File: src/rtl/pwr_restore_unit_pkg.sv
// Shared types and entry-layout helpers for the power-on restore controller.
package pwr_restore_unit_pkg;

  typedef enum logic [2:0] {
    ST_IDLE,
    ST_CHECK,
    ST_POP,
    ST_LATCH,
    ST_WRITE,
    ST_CLEAR,
    ST_DONE
  } restoreState_e;

  localparam int RESTORE_K = 10;
  localparam int RESTORE_N = 32;

  // Floor of one bit so a single-wrapper build still has a usable address field.
  function automatic int calcLog2K(input int k);
    return (k > 1) ? $clog2(k) : 1;
  endfunction

  function automatic int entryValLsb(input int k);
    return calcLog2K(k);
  endfunction

  function automatic int entryValMsb(input int n, input int k);
    return n + calcLog2K(k) - 1;
  endfunction

  localparam int RESTORE_ADDR_W  = calcLog2K(RESTORE_K);
  localparam int RESTORE_VAL_LSB = entryValLsb(RESTORE_K);
  localparam int RESTORE_VAL_MSB = entryValMsb(RESTORE_N, RESTORE_K);

endpackage

File: src/rtl/pwr_restore_unit_fsm_restore.sv
// Restore sequencer: walks CHECK/POP/LATCH/WRITE per buffer entry, then CLEAR/DONE.
module fsm_restore
  import pwr_restore_unit_pkg::*;
(
  input  logic Clk_i,
  input  logic Rst_i,
  input  logic Pwr_off_i,
  input  logic Start_Restore_i,
  input  logic IsEmpty_Buffer_i,
  output logic PopEn_o,
  output logic RstBuf_o,
  output logic Done_o,
  output logic Busy_o,
  output logic WriteStb_o,
  output logic LatchEn_o,
  output logic StartAccept_o
);

  restoreState_e state_q, state_d;

  always_ff @(posedge Clk_i or posedge Rst_i) begin
    if (Rst_i) state_q <= ST_IDLE;
    else       state_q <= state_d;
  end

  always_comb begin
    state_d = state_q;
    case (state_q)
      ST_IDLE:  if (Start_Restore_i) state_d = ST_CHECK;
      ST_CHECK: state_d = IsEmpty_Buffer_i ? ST_CLEAR : ST_POP;
      ST_POP:   state_d = ST_LATCH;
      ST_LATCH: state_d = ST_WRITE;
      ST_WRITE: state_d = ST_CHECK;
      ST_CLEAR: state_d = ST_DONE;
      ST_DONE:  state_d = ST_IDLE;
      default:  state_d = ST_IDLE;
    endcase
    // Power loss overrides everything, including a start in the same cycle.
    if (Pwr_off_i) state_d = ST_IDLE;
  end

  always_comb begin
    PopEn_o       = (state_q == ST_POP);
    RstBuf_o      = (state_q == ST_CLEAR);
    Done_o        = (state_q == ST_DONE);
    Busy_o        = (state_q != ST_IDLE);
    WriteStb_o    = (state_q == ST_WRITE);
    LatchEn_o     = (state_q == ST_LATCH);
    StartAccept_o = (state_q == ST_IDLE) && Start_Restore_i && !Pwr_off_i;
  end

endmodule

File: src/rtl/pwr_restore_unit.sv
// Power-on restore controller top: entry register, range check, one-hot enable decode.
// Optional error counter enabled by defining RESTORE_ERR_CNT_EN.
module pwr_restore_unit
  import pwr_restore_unit_pkg::*;
#(
  parameter  int K      = RESTORE_K,
  parameter  int N      = RESTORE_N,
  localparam int LOG2_K = calcLog2K(K)
) (
  input  logic              Clk_i,
  input  logic              Rst_i,
  input  logic              Pwr_off_i,
  input  logic              Start_Restore_i,
  input  logic [N+LOG2_K-1:0] PopVal_Buffer_i,
  input  logic              IsEmpty_Buffer_i,
  output logic              PopEn_Buffer_o,
  output logic              Rst_Buffer_o,
  output logic [N-1:0]      Restore_Vout_IC_Reg_Wrapper_o,
  output logic [K-1:0]      Restore_Ens_IC_Reg_Wrapper_o,
  output logic              Busy_Restore_o,
  output logic              Done_Restore_o
`ifdef RESTORE_ERR_CNT_EN
  ,
  output logic [LOG2_K:0]   Err_Cnt_Restore_o,
  output logic              Err_Restore_o
`endif
);

  localparam int VAL_LSB = entryValLsb(K);
  localparam int VAL_MSB = entryValMsb(N, K);
  localparam logic [LOG2_K:0] K_LIM = (LOG2_K+1)'(K);

  logic writeStb, latchEn, startAccept, busy;
  logic [N+LOG2_K-1:0] entry_q, entry_d;
  logic [LOG2_K-1:0] entryAddr;
  logic [N-1:0] entryVal;
  logic inRange;

  fsm_restore uFsm (
    .Clk_i            (Clk_i),
    .Rst_i            (Rst_i),
    .Pwr_off_i        (Pwr_off_i),
    .Start_Restore_i  (Start_Restore_i),
    .IsEmpty_Buffer_i (IsEmpty_Buffer_i),
    .PopEn_o          (PopEn_Buffer_o),
    .RstBuf_o         (Rst_Buffer_o),
    .Done_o           (Done_Restore_o),
    .Busy_o           (busy),
    .WriteStb_o       (writeStb),
    .LatchEn_o        (latchEn),
    .StartAccept_o    (startAccept)
  );

  // Buffer data arrives one cycle after the pop, which is the LATCH cycle.
  always_comb begin
    entry_d = entry_q;
    if (latchEn)   entry_d = PopVal_Buffer_i;
    if (Pwr_off_i) entry_d = '0;
  end

  always_ff @(posedge Clk_i or posedge Rst_i) begin
    if (Rst_i) entry_q <= '0;
    else       entry_q <= entry_d;
  end

  assign entryAddr = entry_q[LOG2_K-1:0];
  assign entryVal  = entry_q[VAL_MSB:VAL_LSB];
  assign inRange   = ({1'b0, entryAddr} < K_LIM);

  always_comb begin
    Restore_Ens_IC_Reg_Wrapper_o = '0;
    if (writeStb && inRange) Restore_Ens_IC_Reg_Wrapper_o[entryAddr] = 1'b1;
  end

  assign Restore_Vout_IC_Reg_Wrapper_o = busy ? entryVal : '0;
  assign Busy_Restore_o = busy;

`ifdef RESTORE_ERR_CNT_EN
  logic [LOG2_K:0] errCnt_q, errCnt_d;
  logic err_q, err_d;

  // Count survives Pwr_off so a post-mortem can still see dropped entries.
  always_comb begin
    errCnt_d = errCnt_q;
    err_d    = err_q;
    if (startAccept) begin
      errCnt_d = '0;
      err_d    = 1'b0;
    end else if (writeStb && !inRange) begin
      if (errCnt_q != '1) errCnt_d = errCnt_q + 1'b1;
      err_d = 1'b1;
    end
  end

  always_ff @(posedge Clk_i or posedge Rst_i) begin
    if (Rst_i) begin
      errCnt_q <= '0;
      err_q    <= 1'b0;
    end else begin
      errCnt_q <= errCnt_d;
      err_q    <= err_d;
    end
  end

  assign Err_Cnt_Restore_o = errCnt_q;
  assign Err_Restore_o     = err_q;
`else
  logic unusedStartAccept;
  assign unusedStartAccept = startAccept;
`endif

endmodule
File: config.mk
export PLATFORM = sky130hd
export DESIGN_NAME = pwr_restore_unit
export DESIGN_NICKNAME = d
export VERILOG_FILES = /design/src/rtl/pwr_restore_unit_pkg.sv /design/src/rtl/pwr_restore_unit_fsm_restore.sv /design/src/rtl/pwr_restore_unit.sv
export SDC_FILE = /design/constraint.sdc
export NUM_CORES = 1
export LEC_CHECK = 0
export CAP_MARGIN = 20
export CORE_MARGIN = 1
export CORE_UTILIZATION = 30
export DETAILED_ROUTE_END_ITERATION = 7
export GPL_TIMING_DRIVEN = 0
export MAX_ROUTING_LAYER = met4
export PLACE_DENSITY = 0.64
export SYNTH_ARGS = -nofsm -noshare
export SYNTH_HDL_FRONTEND = slang
export SYNTH_HIERARCHICAL = 1
export SYNTH_SLANG_ARGS = --single-unit
File: constraint.sdc
create_clock -name Clk_i -period 1.5 [get_ports Clk_i]
set_clock_uncertainty 0.1 [all_clocks]
set_input_delay 0.375 -clock Clk_i [delete_from_list [all_inputs] [get_ports Clk_i]]
set_output_delay 0.375 -clock Clk_i [all_outputs]
set_load 0.05 [all_outputs]
======== Word level (Yosys, flattened, before mapping) ========
Cells that the tools add are included.
storage, ports and cells
  input port bits ......................... 41
  flip-flop bits (word level) ............. 39
  output and inout port bits .............. 46
  word-level logic and storage cells ...... 27
operators by class
  reductions and logical operators ........ 5
  muxes and demuxes ....................... 10
  equal/unequal tests ..................... 7
  order comparisons ....................... 3
operators with widths
  cell                count
  $mux 36             2
  $mux 32             1
  $pmux 3 s6          1
  $mux 10             1
  $eq 3x3->1 const B  3
  $mux 3              3
  $eq 3x2->1 const B  2
  $lt 4x5->1 const B  1
  $demux 1 s4         1
  $ge 4x1->1 const B  1
  $lt 4x4->1 const B  1
  $eq 3x1->1 const B  1
  $logic_not 3->1     1
  $ne 3x3->1 const B  1
  $reduce_bool 3->1   1
  $logic_and 1x1->1   2
  $reduce_bool 2->1   1
  $mux 1              1

======== Longest topological paths before layout ========
  depth after elaboration ................. 5
  depth in mapped cells ................... 6
  depth with buffers taken out ............ 4

======== Hierarchy ========
Netlist, hierarchy kept.
by module, submodules not included
  module            seq. area each (µm²)  area an instance (µm²)  times used  cells an instance
  pwr_restore_unit  900.9                 1808.0                  1           168
  fsm_restore       75.1                  211.5                   1           23

======== Worst setup path after synthesis ========
No wires, ideal clock.
  kind .................................... register -> output
  start point ............................. reg uFsm.state_q[1]
  end point ............................... out Restore_Ens_IC_Reg_Wrapper_o[4]
  slack ................................... -0.860 ns
  arrival time ............................ 1.885 ns
  path buffers ............................ 0
  stages on the path, launching flop included .. 5
  data required time ...................... 1.025 ns
  cells stage by stage .................... dfrtp_1 > inv_1 > and3_2 > nand3b_1 > nor3_1
on the way
  longest elaborated chain between the ends .. 3
RTL lines
  element                   RTL line                            RTL
  start: declaration        pwr_restore_unit_fsm_restore.sv:19  restoreState_e state_q, state_d;
  start signal: assignment  pwr_restore_unit_fsm_restore.sv:23  else state_q <= state_d;
  $eq 3x3->1                pwr_restore_unit_fsm_restore.sv:47  WriteStb_o = (state_q == ST_WRITE);
  named net writeStb        pwr_restore_unit.sv:33              logic writeStb, latchEn, startAccept, busy;
  $logic_and 1x1->1         pwr_restore_unit.sv:72              if (writeStb && inRange) Restore_Ens_IC_Reg_Wrapper_o[entryAddr] = 1'b1;
  $mux 10                   pwr_restore_unit.sv:72
  end: declaration          pwr_restore_unit.sv:19              output logic [K-1:0] Restore_Ens_IC_Reg_Wrapper_o,
The timed path passes the listed nets, and every way through them passes these cells.

======== Worst setup path in the final report ========
  start point ............................. reg uFsm.state_q[1]
  end point ............................... out Restore_Ens_IC_Reg_Wrapper_o[0]
The elaborated chain is that of the path after synthesis.

==> metrics.cfg <==
[floorplan]
initial_core_util_pct = 31.4
die_w_um = 83.8
dieHeight_um = 83.8
design.core.area_mm2 = 0.00639
rows = 29
die_area_mm2 = 0.00702
io_pins = 87

[timing]
slew_headroom_pct = 49.7
fin_ws_ns = -0.712
rsz0062_at_grt = true
drv_slew = 0
max_freq_mhz = 452
setup_viol = 83
fin_crit_ns = 2.21
min_period_over_period_pct = 147
hold_viol = 0
tightest_slew_ns = 0.754

[place]
dpl.hpwl_um = 3400
gp_congestion = 0.741
io_buffer_count = 86

[layout]
areaGrowthSynthToFinish_pct = 83.6
final_common_cell = buf_6
final_nets = 348
final_core_util_pct = 57.7
layout.cells.most_common_list = 47 x buf_6, 40 x clkdlybuf4s50_1, 37 x nor2_1
antennaDiodeCount = 0
drive_above_1_share_pct = 46.1

[route]
drtIter0Drc = 31
drc_errors = 0
dr.pass1.iters = 3
vias = 1743
ant_nets = 0
wl_per_cell_um = 13.8
viasPerCell = 4.53
drt-total-wl_um = 5310

[cts]
h-tree-depth = 2
root_buffer = clkbuf_8
clk_pin_slew_ns = 0.07
cts_buffer_depth = 2
cts_buffers = 5
clkLatencyLatePin_ns = 0.29
cts.sinks = 39
holdBufCountCts = 0
cts_tree = yes

[critical_path]
worstPathArrival_ns = 1.74
critPathTopFamily = simple AND/OR/NAND/NOR gates
critPathCaptureType = primary output
required_ns = 1.02
worstPathMaxFanout = 6
startpoint = uFsm/state_q[1]
r2r_setup_slack_ns = -0.42
path_cells = inv_2 -> and3_4 -> or3b_4 -> nor3_4 -> buf_6
r2r-start = uFsm/state_q[2]
cp_slowest_cell = dfrtp_2
start_kind = flip-flop
crit_end = Restore_Ens_IC_Reg_Wrapper_o[0]
r2r_end = entry_q[21]
rr_worst_depth = 10
cp.depth = 5
crit_path_max_incr_delay_ns = 0.46
crit_type = flip-flop to primary output
critPathBufInv = 2

[pwr]
p_seq_share_pct = 40.6
internal-power_mw = 2.01
p_per_area_mw_per_mm2 = 738
power_mw = 2.72
peakVddDrop_mv = 0.383
p_switching_mw = 0.707
clkPwrFrac_pct = 33.5
p_comb_share_pct = 25.9
swShare_pct = 26.0
leakage_nw = 1.62

[grt]
grtUsageTotal_pct = 16.5
grt_max_degree = 37
grt_overflow = 0
antenna_found_initial = 0
grt_pass1_wl_um = 8760
grt_pass1_vias = 1780

[yosys]
yosysWarnings = 6
synthCells = 190
synth.avg_cell_area_um2 = 10.6
syn_area_mm2 = 0.00201
synth_fp_nets = 231

[run]
cap_violations = 0

[status]
status = finished with violations
violations = negative setup slack

[hold_path]
hold_class = input port to async pin

==> registers in the layout, summed over array words and instances (netlist names) <==
signal / cells
entry_q: 36
uFsm/state_q: 3
==> worst min path at each step <==
stage | end | start | cells after the start
after CTS | uFsm/state_q[2] | Rst_i | 2
after floorplan | uFsm/state_q[1] | Rst_i | 1
after detailed placement | entry_q[10] | entry_q[10] | 2
after global placement | entry_q[4] | entry_q[4] | 2
final | uFsm/state_q[0] | Rst_i | 2
after global routing | uFsm/state_q[2] | Rst_i | 2
==> power groups by stage <==
| stage | combinational (mW) | sequential [mW] | clock (mW) |
|---|---|---|---|
| 2_1_floorplan | 0.308 | 1.12 | 0 |
| 3_3_place_gp | 0.505 | 1.12 | 0 |
| 3_5_place_dp | 0.507 | 1.13 | 0 |
| 4_1_cts | 0.689 | 1.10 | 0.938 |
| 5_1_grt | 0.752 | 1.11 | 1.00 |
| 6_report | 0.704 | 1.10 | 0.912 |
==> what timing repair did <==
item                                    4_1_cts  5_1_grt
pin swaps                                    10        5
endpoints found under the setup margin       76       82
gates cloned                                  7        0
resized for setup                           341       16
buffers inserted                             17        3
==> metrics by stage <==
step | setup TNS (ns) | std cells | hold WS (ns) | cell area [um^2] | worst slack (ns)
after floorplan | -15.04 | 190 | 0.0286 | 2160 | -0.501
after global placement | -74.21 | 353 | 0.404 | 3120 | -1.07
after detailed placement | -51.55 | 353 | 0.412 | 3120 | -1.07
after CTS | -35.62 | 385 | 0.182 | 3660 | -0.710
after global routing | -45.77 | 385 | 0.175 | 3680 | -0.767
final | -40.31 | 385 | 0.185 | 3680 | -0.712
==> per-layer routing <==
metal	up-vias	global-route usage [%]	part of all wire (%)
met2	47	26.4	50
met5	-	-	0
met1	826	20.6	44
met3	8	4.65	5.0
met4	0	4.47	1.3
li1	862	-	-
==> final cells by class <==
class / instances / area (um^2)
fill: 574 / 2700
timing repair buffer: 110 / 1250
multi-input combinational: 136 / 1060
sequential: 39 / 980
buffer: 11 / 170
tap: 77 / 96.3
clock buffer: 6 / 82.6
clock inverter: 2 / 35.0
inverter: 4 / 15.0
Power figures use the tool's default switching activity.
